### config.mk
export PLATFORM = sky130hd
export DESIGN_NAME = shift_sequencer
export DESIGN_NICKNAME = d
export VERILOG_FILES = /design/src/rtl/shift_sequencer_pkg.sv /design/src/rtl/shift_sequencer_shifter.sv /design/src/rtl/shift_sequencer.sv
export SDC_FILE = /design/constraint.sdc
export NUM_CORES = 1
export LEC_CHECK = 0
export ABC_AREA = 1
export BUFFER_PORTS_ARGS = -buffer_cell sky130_fd_sc_hd__buf_2
export CORE_MARGIN = 5
export CORE_UTILIZATION = 58
export DETAILED_ROUTE_END_ITERATION = 16
export GPL_TIMING_DRIVEN = 0
export PLACE_DENSITY = 0.91
export RECOVER_POWER = 50
export SLEW_MARGIN = 20
export SYNTH_ARGS = -nofsm -noshare
export SYNTH_HDL_FRONTEND = slang
export SYNTH_SLANG_ARGS = --single-unit
### constraint.sdc
create_clock -name clk -period 2.65 [get_ports clk]
set_input_delay 0.6625 -clock clk [delete_from_list [all_inputs] [get_ports clk]]
set_output_delay 0.6625 -clock clk [all_outputs]
set_load 0.03 [all_outputs]
### src/rtl/shift_sequencer_pkg.sv
// Shared definitions for the multi-position shift controller.
// Holds the FSM state encoding, the shift-direction constants and the ALU
// datapath width. The ALU opcode decoder uses the same DIR_* constants, so
// both sides agree on what a direction bit means.
package shift_sequencer_pkg;

  localparam int ALU_WIDTH = 16;

  localparam logic DIR_LEFT  = 1'b0;
  localparam logic DIR_RIGHT = 1'b1;

  typedef enum logic [1:0] {
    ST_IDLE  = 2'd0,
    ST_SHIFT = 2'd1,
    ST_DONE  = 2'd2
  } state_e;

endpackage : shift_sequencer_pkg

### src/rtl/shift_sequencer_shifter.sv
// Single-position shifter stage.
// Purely combinational: presents both the one-bit-left and the one-bit-right
// (logical, zero fill) versions of its input. The controller chooses one of
// them each cycle.
// Ports:
//   din  in   WIDTH  value to shift by one position
//   shl  out  WIDTH  din << 1, LSB filled with 0
//   shr  out  WIDTH  din >> 1, MSB filled with 0
module shift_sequencer_shifter #(
  parameter int WIDTH = 16
) (
  input  logic [WIDTH-1:0] din,
  output logic [WIDTH-1:0] shl,
  output logic [WIDTH-1:0] shr
);

  assign shl = {din[WIDTH-2:0], 1'b0};
  assign shr = {1'b0, din[WIDTH-1:1]};

endmodule : shift_sequencer_shifter

### src/rtl/shift_sequencer.sv
// Multi-position shift controller for the 16-bit ALU.
// Captures an operand, direction and amount on an accepted start, then steps
// the single-position shifter once per clock until the amount is used up and
// presents the result with a one-cycle done pulse.
// Ports:
//   clk     in   1      system clock, rising edge
//   rst_n   in   1      asynchronous active-low reset
//   start   in   1      request; only looked at in IDLE
//   dir     in   1      DIR_LEFT (<<) or DIR_RIGHT (>>, logical)
//   amount  in   CNT_W  number of positions to shift (0 allowed)
//   a       in   WIDTH  operand, captured together with start
//   busy    out  1      high in SHIFT and DONE
//   done    out  1      one-cycle pulse, result valid in the same cycle
//   result  out  WIDTH  registered result, held until the next one lands
module shift_sequencer
  import shift_sequencer_pkg::*;
#(
  parameter int WIDTH = ALU_WIDTH,
  parameter int CNT_W = 4
) (
  input  logic             clk,
  input  logic             rst_n,
  input  logic             start,
  input  logic             dir,
  input  logic [CNT_W-1:0] amount,
  input  logic [WIDTH-1:0] a,
  output logic             busy,
  output logic             done,
  output logic [WIDTH-1:0] result
);

  state_e             state_q,  state_d;
  logic [WIDTH-1:0]   acc_q,    acc_d;
  logic [CNT_W-1:0]   cnt_q,    cnt_d;
  logic               dir_q,    dir_d;
  logic [WIDTH-1:0]   result_q, result_d;

  logic [WIDTH-1:0]   acc_shl;
  logic [WIDTH-1:0]   acc_shr;
  logic [WIDTH-1:0]   acc_step;

  shift_sequencer_shifter #(
    .WIDTH (WIDTH)
  ) u_shifter (
    .din (acc_q),
    .shl (acc_shl),
    .shr (acc_shr)
  );

  assign acc_step = (dir_q == DIR_RIGHT) ? acc_shr : acc_shl;

  // NOTE: every signal written here gets its hold value first, so no path
  // through the case leaves it unassigned and no latch is inferred.
  always_comb begin
    state_d  = state_q;
    acc_d    = acc_q;
    cnt_d    = cnt_q;
    dir_d    = dir_q;
    result_d = result_q;

    unique case (state_q)
      ST_IDLE: begin
        if (start) begin
          acc_d = a;
          dir_d = dir;
          cnt_d = amount;
          if (amount == '0) begin
            // Nothing to shift: the operand itself is the answer.
            result_d = a;
            state_d  = ST_DONE;
          end else begin
            state_d = ST_SHIFT;
          end
        end
      end

      ST_SHIFT: begin
        acc_d = acc_step;
        cnt_d = cnt_q - 1'b1;
        if (cnt_q == CNT_W'(1)) begin
          // Load result on the last step so it is already valid while
          // done is high; SHIFT is never entered with cnt==0, so the
          // counter cannot wrap.
          result_d = acc_step;
          state_d  = ST_DONE;
        end
      end

      ST_DONE: begin
        state_d = ST_IDLE;
      end

      default: begin
        state_d = ST_IDLE;
      end
    endcase
  end

  // NOTE: state registers use non-blocking assignments so every flop samples
  // the pre-edge value of the others, independent of statement order.
  always_ff @(posedge clk or negedge rst_n) begin
    if (!rst_n) begin
      state_q  <= ST_IDLE;
      acc_q    <= '0;
      cnt_q    <= '0;
      dir_q    <= DIR_LEFT;
      result_q <= '0;
    end else begin
      state_q  <= state_d;
      acc_q    <= acc_d;
      cnt_q    <= cnt_d;
      dir_q    <= dir_d;
      result_q <= result_d;
    end
  end

  assign busy   = (state_q != ST_IDLE);
  assign done   = (state_q == ST_DONE);
  assign result = result_q;

endmodule : shift_sequencer
# Word-level counts from Yosys, hierarchy flattened
# Index checks and enable logic that the tools add are counted.
dict set report totals {
  register_bits 39
  latch_bits 0
  ram_bits 0
  rom_bits 0
  in_bits 24
  wordCells 33
  mem_count 0
}
dict set report classes {
  n_addsub 1
  mul 0
  div 0
  n_lt_le_gt_ge 0
  eq_ne 6
  n_shift 0
  muxes 13
  bitwise 0
  n_reduce_logical 8
}
# operator count
set ops {}
lappend ops {{16-bit two-way mux} 5}
lappend ops {{16-bit case mux with 2 select lines} 2}
lappend ops {{4-bit case mux with 2 select lines} 1}
lappend ops {{2-bit two-way mux} 3}
lappend ops {{2-bit inequality test, second input constant} 3}
lappend ops {{2-bit AND reduction} 3}
lappend ops {{4-bit by 1-bit equality test with 1-bit output, second input constant} 1}
lappend ops {{4-bit logical NOT} 1}
lappend ops {{4-bit two-way mux} 1}
lappend ops {{2-bit case mux with 2 select lines} 1}
lappend ops {{4-bit AND reduction} 1}
lappend ops {{2-bit nonzero test} 2}
lappend ops {{4-bit by 1-bit subtractor with 4-bit output, second input constant} 1}
lappend ops {{2-bit by 1-bit equality test with 1-bit output, second input constant} 1}
lappend ops {{2-bit equality test, second input constant} 1}
lappend ops {{2-bit logical NOT} 1}

# Longest topological paths before layout
# Gate-level depths: netlist of the first run.
dict set report logic_depth {
  depth_word 4
  mapped_depth 9
  depth_no_buf 7
}

# By module
# Synthesis of the first run repeated with hierarchy kept, for this count alone.
dict set report hier_totals {
  cells_unflattened 312
  area_unflattened_um2 2299.7
}
# mod instances cells_per_inst area_per_inst_um2 seq_area_each_um2
set modules_own_cells {}
lappend modules_own_cells {shift_sequencer 1 279 2055.7 975.9}
lappend modules_own_cells {shift_sequencer_shifter 1 33 244.0 0.0}

# Worst setup path before layout of the first run
# No wires, ideal clock.
dict set report synth_timing {
  path_kind {flip-flop to output port}
  from {reg state_q[1]}
  to {out done}
  arrival_ps 935
  t_required_ps 1987
  setup_slack_ps 1053
  path_stages_with_launch 3
  cell_sequence {dfrtp_1 inv_2 nor2_1}
}
dict set report synth_via {
  elab_chain_len 1
}
# item line_no
set synth_lines {}
lappend synth_lines {{from (decl)} shift_sequencer.sv:32} ;# state_e state_q, state_d;
lappend synth_lines {{from (signal assigned)} shift_sequencer.sv:109} ;# state_q <= state_d;
lappend synth_lines {{2-bit equality test} shift_sequencer.sv:118} ;# assign done = (state_q == ST_DONE);
lappend synth_lines {{to (decl)} shift_sequencer.sv:28} ;# output logic done,
# Every way passes these cells.

# Worst setup path after layout of the first run
dict set report layout_timing {
  from {reg state_q[1]}
  to {reg result_q[10], in the netlist result[10]}
}
dict set report layout_via {
  elab_chain_len 3
  elab_cells_between_ends 8
}
# item line_no
set layout_lines {}
lappend layout_lines {{2-bit by 1-bit equality test with 1-bit output or 2-bit logical NOT (tied branches)} shift_sequencer.sv:61} ;# unique case (state_q)
lappend layout_lines {{2-bit inequality test (no line) or 2-bit nonzero test (tied branches)} n/a}
lappend layout_lines {{4-bit AND reduction (no line)} n/a}
lappend layout_lines {{to (signal assigned)} shift_sequencer.sv:113} ;# result_q <= result_d;
lappend layout_lines {{to (decl)} shift_sequencer.sv:36} ;# logic [WIDTH-1:0] result_q, result_d;
# Parallel ways exist; a longest one is shown, timed or not.
# A chain may end at the register's enable or synchronous reset.

==> results of run 1 <==
-- per-stage QoR --
| step | area (um2) | setup WS, ns |
|---|---|---|
| floorplan | 2010 | 1.05 |
| global placement | 2270 | 0.898 |
| detailed placement | 2270 | 0.868 |
| CTS | 2330 | 0.753 |
| global route | 2310 | 0.650 |
| finish | 2310 | 0.764 |
-- path summary, 6_finish.rpt --
kind / depth (start not counted) / slack [ns] / from / to
hold / removal: 1 / 0.41 / rst_n / result[12]
max in group asynchronous: 1 / 1.70 / rst_n / acc_q[9]
hold reg to reg: 2 / 0.49 / result[1] / result[1]
min in group clk: 2 / 0.49 / result[1] / result[1]
setup / recovery: 7 / 0.76 / state_q[1] / result[10]
setup reg to reg: 7 / 0.76 / state_q[1] / result[10]
-- report_power, final --
part           switching (W)  internal (W)  total (W)  leakage (nW)
registers           0.000193      0.000895    0.00109         0.472
logic                0.00130      0.000598    0.00190         0.803
clock network       0.000187      0.000123   0.000310        0.0341
-- final cells by class --
| type | instances | share of cell area (%) |
|---|---|---|
| clock inverter | 1 | 0.216 |
| clock buffer | 6 | 2.22 |
| tap | 46 | 2.49 |
| buffer | 12 | 2.54 |
| multi-input combinational | 217 | 40.5 |
| inverter | 6 | 0.973 |
| timing repair buffer | 41 | 8.87 |
| sequential | 39 | 42.2 |
-- layer usage --
| metal | part of all wire [%] | GRT usage (%) |
|---|---|---|
| met4 | 2.0 | 8.76 |
| met5 | 0 | 0 |
| met2 | 46 | 35.5 |
| met1 | 44 | 29.8 |
| met3 | 7.3 | 6.48 |
-- cell families after synthesis --
kind of cell	share of synthesized area [%]
flops	48.5
compound gates	7.71
xor+xnor	0.435
buf+inv	4.29
simple gates	37.8
fa+ha+maj	1.24
-- registers in the layout, indices dropped and copies added, names as in the netlist --
signal   cells
acc_q       16
result      16
cnt_q        4
state_q      2
dir_q        1
-- cells in the final DEF (no fill, tap or decap) --
cell type  count
a21oi_1        1
a21oi_2        1
a31oi_1       14
buf_1          1
buf_2         46
buf_6          1
clkbuf_1       5
clkbuf_4       5
clkbuf_8       1
clkinv_2       1
dfrtp_1       39
ha_1           2
inv_1          3
inv_2          3
nand2_1      144
nand3_1       18
nand3b_1       1
nor2_1        24
nor2_8         1
o21ai_0        5
o21ai_1        4
o21ai_2        1
xor2_1         1
-- critical path, delay by kind of cell, from the launching register on --
family                 cells  cell delay [ns]
buffers and inverters      2             0.44
flip-flops                 1             0.45
AND/OR/NAND/NOR            5             0.91
==> results.yml, run 1 <==
status:
  status: "completed"
synthesis:
  avgSynthCellArea_um2: 7.34
  yosysTopAreaCell: "dfrtp_1"
  yosysSeqAreaShare_pct: 48.5
  synth_cells: 274
  synth.top_cell.area_share_pct: 48.5
  async_reset_ff_share_pct: 100
  netlist_top_cells_count: "141 x nand2_1, 39 x dfrtp_1, 24 x nor2_1"
  ys_ff_latch: 39
  synthTopCellsByArea: "dfrtp_1 49%, nand2_1 26%, nor2_1 4.5%"
  synth.most_common_cell: "nand2_1"
  synthesis.nets: 300
  yosys_warnings: 0
  synthesis.area_um2: 2010
  ys_types: 22
  synth_ff_type: "dfrtp_1"
  synth_edf_count: 0
place:
  gp_congestion: 0.843
  place_inst: 361
  hpwl_um: 3400
  port_buffers: 41
route:
  first_iter_violations: 180
  ant_nets: 0
  firstDrtPassIters: 4
  wl_um: 4690
  vias: 1926
  drc: 0
  vias_per_cell: 5.23
  wl_per_cell_um: 12.7
final_layout:
  drive_above_1_share_pct: 18.6
  layoutNonFillerInstCount: 368
  areaGrowthSynthToFinish_pct: 15.0
  multi_input_area_um2: 937
  diodes: 0
  fill_cells: 306
  final_util_pct: 69.3
  nNetsFinal: 348
  seqCellArea_um2: 976
die:
  rows: 21
  die_w_um: 68.9
  fp.coreArea_um2: 3340
  dieArea_um2: 4750
  pin_count: 42
  fp.dieH_um: 68.9
  initial_core_util_pct: 60.3
grt:
  track_usage_pct: 22.7
  antenna_found_initial: 0
  grt_pass1_wl_um: 8030
  grt_pass1_vias: 1865
  grt_overflow: 0
  grt_max_degree: 40
critical_path:
  cpPeakStageDelay_ns: 0.45
  cp-start-kind: "flop"
  critPathRequiredTime_ns: 2.89
  path_cells: "inv_1 -> nand2_1 -> nand2_1 -> nand3_1 -> buf_6 -> nand2_1 -> nand2_1"
  worstSetupPathType: "reg2reg"
  slowest_stage: "dfrtp_1"
  end_kind: "flop"
  worstPathMaxFanout: 10
  cpMostUsedCell: "nand2_1"
  worstPathArrival_ns: 2.13
timing:
  finalHoldViolations: 0
  drv_slew: 0
  hold_ws_ns: 0.415
  rsz0062_at_grt: "false"
  tightest_slew_ns: 0.857
  fin_crit_ns: 1.89
  clock.fmax_ghz: 0.530
  period_share_pct: 71.2
  report.final.setup_viol: 0
  fin_tns_setup_ns: 0
  slew_headroom_pct: 42.9
  clock-skew-final_ns: 0.00656
cts:
  clock_latency_ns: 0.34
  postCtsSetupBuffers: 0
  hold_buffers: 0
  cts_sinks: 39
  cts_htree_levels: 2
  post_cts_resized: 0
  cts_buffer_depth: 2
  cts_tree: "done"
  numCtsBuffers: 5
  cts-root-buf: "clkbuf_4"
  clkTransAtPathRegs_ns: 0.11
power:
  pwr_density_cell_nw_per_um2: 1430
  peakVddDrop_mv: 0.712
  total_power_w: 0.00330
  p_leak_nw: 1.31
min_path:
  min_path_type: "in2async"
flow_run:
  maxCapViolCount: 0
Power figures use the tool's default switching activity.
==> run 2: changes to the inputs <==
--- a/config.mk
+++ b/config.mk
@@ -5,13 +5,13 @@
 export SDC_FILE = /design/constraint.sdc
 export NUM_CORES = 1
 export LEC_CHECK = 0
-export ABC_AREA = 1
+export ABC_AREA = 0
 export BUFFER_PORTS_ARGS = -buffer_cell sky130_fd_sc_hd__buf_2
 export CORE_MARGIN = 5
-export CORE_UTILIZATION = 58
+export CORE_UTILIZATION = 54
 export DETAILED_ROUTE_END_ITERATION = 16
 export GPL_TIMING_DRIVEN = 0
-export PLACE_DENSITY = 0.91
+export PLACE_DENSITY = 0.86
 export RECOVER_POWER = 50
 export SLEW_MARGIN = 20
 export SYNTH_ARGS = -nofsm -noshare
==> constraint.sdc (replaced) <==
create_clock -name clk -period 1.95 [get_ports clk]
set_input_delay 0.4875 -clock clk [delete_from_list [all_inputs] [get_ports clk]]
set_output_delay 0.4875 -clock clk [all_outputs]
set_load 0.03 [all_outputs]
==> run 2 against run 1 <==
  * Clock skew up 0.0066 ns
  * Synthesized cell count decreased by 35%
  * Core utilization down 3.0 points
  * Critical path type is now reg2out
  * Global-route usage decreased by 5.5 points
  * Largest power group unchanged
  * Sequential share of layout area grew 1.0 points
  * Highest routed layer unchanged
  * Die area is 4.0% higher
  * Worst hold slack got worse by 0.15 ns
==> results.yml, run 2 <==
status:
  status: "completed"
synthesis:
  synth_edf_count: 0
  synth_adder_area_share_pct: 1.28
  async_reset_ff_share_pct: 100
  synth_xor_area_share_pct: 0
  yosysTopAreaCell: "dfrtp_1"
  netlist_top_cells_count: "39 x dfrtp_1, 30 x mux2i_1, 19 x inv_1"
  ys_ff_latch: 39
  synthTopCellsByArea: "dfrtp_1 50%, mux2i_1 15%, mux2_2 8.6%"
  synth.most_common_cell: "dfrtp_1"
  avgSynthCellArea_um2: 11.0
  synthMuxAreaShare_pct: 23.9
  synth_compound_area_share_pct: 9.89
  synth.top_cell.area_share_pct: 49.8
  ys_types: 28
  synth_cells: 178
  synthesis.area_um2: 1960
  yosys.area_share.simple_pct: 7.91
  yosys_warnings: 0
  synth_ff_type: "dfrtp_1"
  yosysSeqAreaShare_pct: 49.8
  synth_top_family_by_area: "multiplexers"
  synthesis.nets: 204
grt:
  track_usage_pct: 17.2
  grt_pass1_vias: 1436
  grt_max_degree: 40
  grt_pass1_wl_um: 6810
  grt_overflow: 0
  antenna_found_initial: 0
final_layout:
  fill_cells: 289
  diodes: 0
  nNetsFinal: 250
  drive_above_1_share_pct: 29.8
  final_cell_mix: "37 x buf_2, 37 x dfrtp_1, 30 x mux2i_1, 19 x inv_1, 17 x nand2_1"
  areaGrowthSynthToFinish_pct: 15.6
timing:
  rsz0062_at_grt: "false"
  tightest_slew_ns: 0.951
  drv_slew: 0
  period_share_pct: 94.4
  clock-skew-final_ns: 0.0132
  finalHoldViolations: 0
  slew_headroom_pct: 36.6
  report.final.setup_viol: 0
  setup_slack_ns: 0.110
  fin_tns_setup_ns: 0
  fin_crit_ns: 1.84
  clock.fmax_ghz: 0.544
power:
  total_power_w: 0.00377
  p_comb_share_pct: 50.3
  pwr_density_cell_nw_per_um2: 1670
  switchingPower_w: 0.00161
  peakVddDrop_mv: 0.963
  p_int_w: 0.00216
  p_leak_nw: 1.09
  seqPwrFrac_pct: 39.0
  p_clk_share_pct: 10.7
  switching_share_pct: 42.8
critical_path:
  cp-start-kind: "flop"
  critPathRequiredTime_ns: 1.46
  worstPathArrival_ns: 1.35
  worstPathMaxFanout: 14
  end_kind: "output pin"
  worstSetupPathType: "reg2out"
die:
  die_w_um: 70.3
  dieArea_um2: 4940
  fp.dieH_um: 70.3
  initial_core_util_pct: 57.4
  fp.coreArea_um2: 3420
  pin_count: 42
  rows: 21
cts:
  postCtsSetupBuffers: 0
  cts_htree_levels: 2
  numCtsBuffers: 5
  clkTransAtPathRegs_ns: 0.11
  cts_buffer_depth: 2
  cts-root-buf: "clkbuf_4"
  cts_tree: "done"
  post_cts_resized: 0
  clock_latency_ns: 0.35
  hold_buffers: 0
  cts_sinks: 39
flow_run:
  maxCapViolCount: 0
min_path:
  min_path_type: "in2async"
route:
  wl_um: 3860
  drc: 0
  vias: 1441
  vias_per_cell: 5.32
  first_iter_violations: 66
  wl_per_cell_um: 14.2
  ant_nets: 0
  firstDrtPassIters: 4
place:
  hpwl_um: 2900
  dp_slack_ns: 0.0549
  gp_congestion: 0.792
  port_buffers: 41
run 2: final timing paths:
kind	start	to	slack (ns)	cells after the start
max	state_q[1]	busy	0.11	2
min	rst_n	state_q[0]	0.27	1
max reg2reg	cnt_q[1]	result[14]	0.26	7
min reg2reg	acc_q[0]	acc_q[0]	0.50	2
max in group asynchronous	rst_n	state_q[1]	1.04	1
min in group clk	dir	dir_q	0.39	2
run 2: final cells by class:
cell class | count | area [um2] | share of cell area, %
flip-flops and latches | 39 | 978 | 43.2
multi-input cells | 109 | 843 | 37.2
repair buffers | 41 | 199 | 8.78
inverters | 19 | 71.3 | 3.15
plain buffers | 9 | 62.6 | 2.76
well taps | 46 | 57.6 | 2.54
clock buffers | 6 | 41.3 | 1.82
clock inverters | 2 | 12.5 | 0.552
run 2: per-layer routing:
layer  GRT usage (%)  vias up  share of wire, %
li1                -      706                 -
met1            22.5      693                46
met2            27.1       34                47
met3            5.31        8               5.1
met4            5.53        0               1.7
met5               0        -                 0
run 2: power groups by stage:
stage	clock network (W)	registers [W]	logic (W)
after detailed placement	0	0.00146	0.00197
after CTS	0.000417	0.00146	0.00194
after floorplan	0	0.00172	0.00120
after global routing	0.000450	0.00152	0.00211
final	0.000402	0.00147	0.00190
after global placement	0	0.00143	0.00192
run 2: cells by family (layout without fill, tap and decap cells):
group                    Yosys count  in the layout
multiplexers                      45             45
flip-flops                        39             39
AO/OA/AOI/OAI                     31             31
AND/OR/NAND/NOR                   31             31
buffers and inverters             30             77
adder cells (fa/ha/maj)            2              2
run 2: worst max-delay path, cell delays in order, from the launching register on:
cell and delay, ns:
dfrtp_2 0.51, or2_2 0.32, buf_2 0.18
run 2: stage by stage:
step,hold slack (ns),instance area (um2),std cells,util (%)
final,0.267,2270,271,66.3
after global placement,0.461,2220,265,65.1
after global routing,0.347,2270,271,66.3
after detailed placement,0.475,2220,265,65.1
after floorplan,0.192,1960,178,-
after CTS,0.254,2270,271,66.4
==> run 3: changes to the inputs <==
--- a/config.mk
+++ b/config.mk
@@ -6,7 +6,8 @@
 export NUM_CORES = 1
 export LEC_CHECK = 0
 export ABC_AREA = 0
-export BUFFER_PORTS_ARGS = -buffer_cell sky130_fd_sc_hd__buf_2
+export BUFFER_PORTS_ARGS = -buffer_cell sky130_fd_sc_hd__clkbuf_2
+export CAP_MARGIN = 40
 export CORE_MARGIN = 5
 export CORE_UTILIZATION = 54
 export DETAILED_ROUTE_END_ITERATION = 16
==> run 3 against run 2 <==
  * Sequential power hardly changed
  * Fmax fell by 1.9%
  * Critical path depth increased by 1
  * Cell count is 0.74% higher
  * Clock skew is 0.0020 ns lower
  * Sequential cell count unchanged
  * Worst setup slack worse by 0.035 ns
  * Non-clock buffer count grew 3
  * Die area is the same
  * Global-route usage increased by 1.1 points
  * First-iteration DRC count fell by 35%
  * Largest power group unchanged
==> results.yml, run 3 (synthesis gave the netlist of run 2 again) <==
status:
  status: "completed"
die:
  die_w_um: 70.3
  initial_core_util_pct: 57.4
  fp.coreArea_um2: 3420
  fp.dieH_um: 70.3
  pin_count: 42
  dieArea_um2: 4940
  rows: 21
timing:
  rsz0062_at_grt: "false"
  clock-skew-final_ns: 0.0112
  report.final.setup_viol: 0
  hold_ws_ns: 0.238
  fin_crit_ns: 1.88
  fin_tns_setup_ns: 0
  period_share_pct: 96.2
  finalHoldViolations: 0
  slew_headroom_pct: 38.9
  clock.fmax_ghz: 0.533
  tightest_slew_ns: 0.917
  drv_slew: 0
critical_path:
  slowest_stage: "dfrtp_1"
  cpPeakStageDelay_ns: 0.41
  worstPathArrival_ns: 1.39
  startpoint: "state_q[1]"
  path_cells: "buf_4 -> or2_2 -> buf_4"
  worstPathMaxFanout: 10
  crit_buf_inv: 2
  r2r_slack_ns: 0.23
  end_kind: "output pin"
  cp-start-kind: "flop"
  reg2reg_from: "cnt_q[1]"
  critPathRequiredTime_ns: 1.46
  worstSetupPathType: "reg2out"
  cpLargestDelayFamily: "flip-flops"
  r2r_end: "result[13]"
  path_depth: 3
  worstRegToRegCells: 7
  endpoint: "busy"
  cpMostUsedCell: "buf_4"
route:
  firstDrtPassIters: 4
  drc: 0
  ant_nets: 0
  wl_per_cell_um: 14.9
  vias_per_cell: 5.35
  wl_um: 4060
  first_iter_violations: 43
  vias: 1460
cts:
  clock_latency_ns: 0.35
  cts-root-buf: "clkbuf_4"
  cts_tree: "done"
  clkTransAtPathRegs_ns: 0.11
  hold_buffers: 0
  cts_sinks: 39
  cts_htree_levels: 2
  numCtsBuffers: 5
  cts_buffer_depth: 2
power:
  p_leak_nw: 1.12
  total_power_w: 0.00383
  peakVddDrop_mv: 0.876
  pwr_density_cell_nw_per_um2: 1670
place:
  port_buffers: 41
  hpwl_um: 3030
  gp_congestion: 0.776
  placed_cell_area_um2: 2250
final_layout:
  nNetsFinal: 253
  design_area_um2: 2290
  layout_commonest_cell: "dfrtp_1"
  areaGrowthSynthToFinish_pct: 16.6
  diodes: 0
  final_cell_mix: "38 x dfrtp_1, 36 x clkbuf_2, 30 x mux2i_1, 19 x inv_1, 17 x nand2_1"
  drive_above_1_share_pct: 30.0
grt:
  grt_pass1_vias: 1535
  track_usage_pct: 18.3
  grt_max_degree: 25
  grt_pass1_wl_um: 7130
  antenna_found_initial: 0
  grt_overflow: 0
flow_run:
  maxCapViolCount: 0
min_path:
  min_path_type: "in2async"
[run 3: changes by cell type in the layout (fill, tap and decap cells not counted)]
cell        previous run  this run
dfrtp_1               37        38
clkbuf_2               1        36
buf_2                 37         2
clkbuf_8               0         1
clkinvlp_4             1         0
dfrtp_2                2         1
buf_4                  1         3
[run 3: area by class of cell]
type | instances | area, um2
sequential | 39 | 977
tap | 46 | 57.6
inverter | 19 | 71.3
timing repair buffer | 43 | 210
clock inverter | 1 | 5.00
multi-input combinational | 109 | 843
clock buffer | 6 | 51.3
fill | 294 | 1130
buffer | 10 | 70.1
[run 3: power by group]
part / internal, W / switching [W] / leakage [nW]
clock network: 0.000167 / 0.000251 / 0.0341
registers: 0.00120 / 0.000272 / 0.451
logic: 0.000831 / 0.00111 / 0.633
[run 3: per-layer routing]
metal,wire (um),part of all wire [%],global-route usage (%)
met3,211,5.2,5.88
met4,55,1.4,6.38
met1,1800,44,22.8
met5,0,0,0
met2,2000,49,29.7
[run 3: timing repair]
item,in CTS,in global routing
buffers inserted,1,0
cloned,0,0
setup endpoints to repair,2,5
resized for setup,2,5
pin swaps,0,0
[run 3: stage by stage]
| stage | util (%) | worst slack, ns | std cells |
|---|---|---|---|
| finish | 66.9 | 0.0748 | 273 |
| floorplan | - | 0.345 | 178 |
| detailed placement | 65.9 | 0.0961 | 266 |
| global route | 66.9 | 0.00146 | 273 |
| CTS | 67.8 | 0.0183 | 273 |
| global placement | 65.1 | 0.138 | 265 |
[run 3: worst min path at each step]
stage,slack (ns),depth (start not counted),from,end
6_report,0.24,1,rst_n,state_q[0]
2_1_floorplan,0.19,0,rst_n,acc_q[0]
3_5_place_dp,0.46,1,rst_n,cnt_q[0]
5_1_grt,0.28,1,rst_n,state_q[0]
4_1_cts,0.07,1,rst_n,state_q[0]
3_3_place_gp,0.46,2,acc_q[15],acc_q[15]
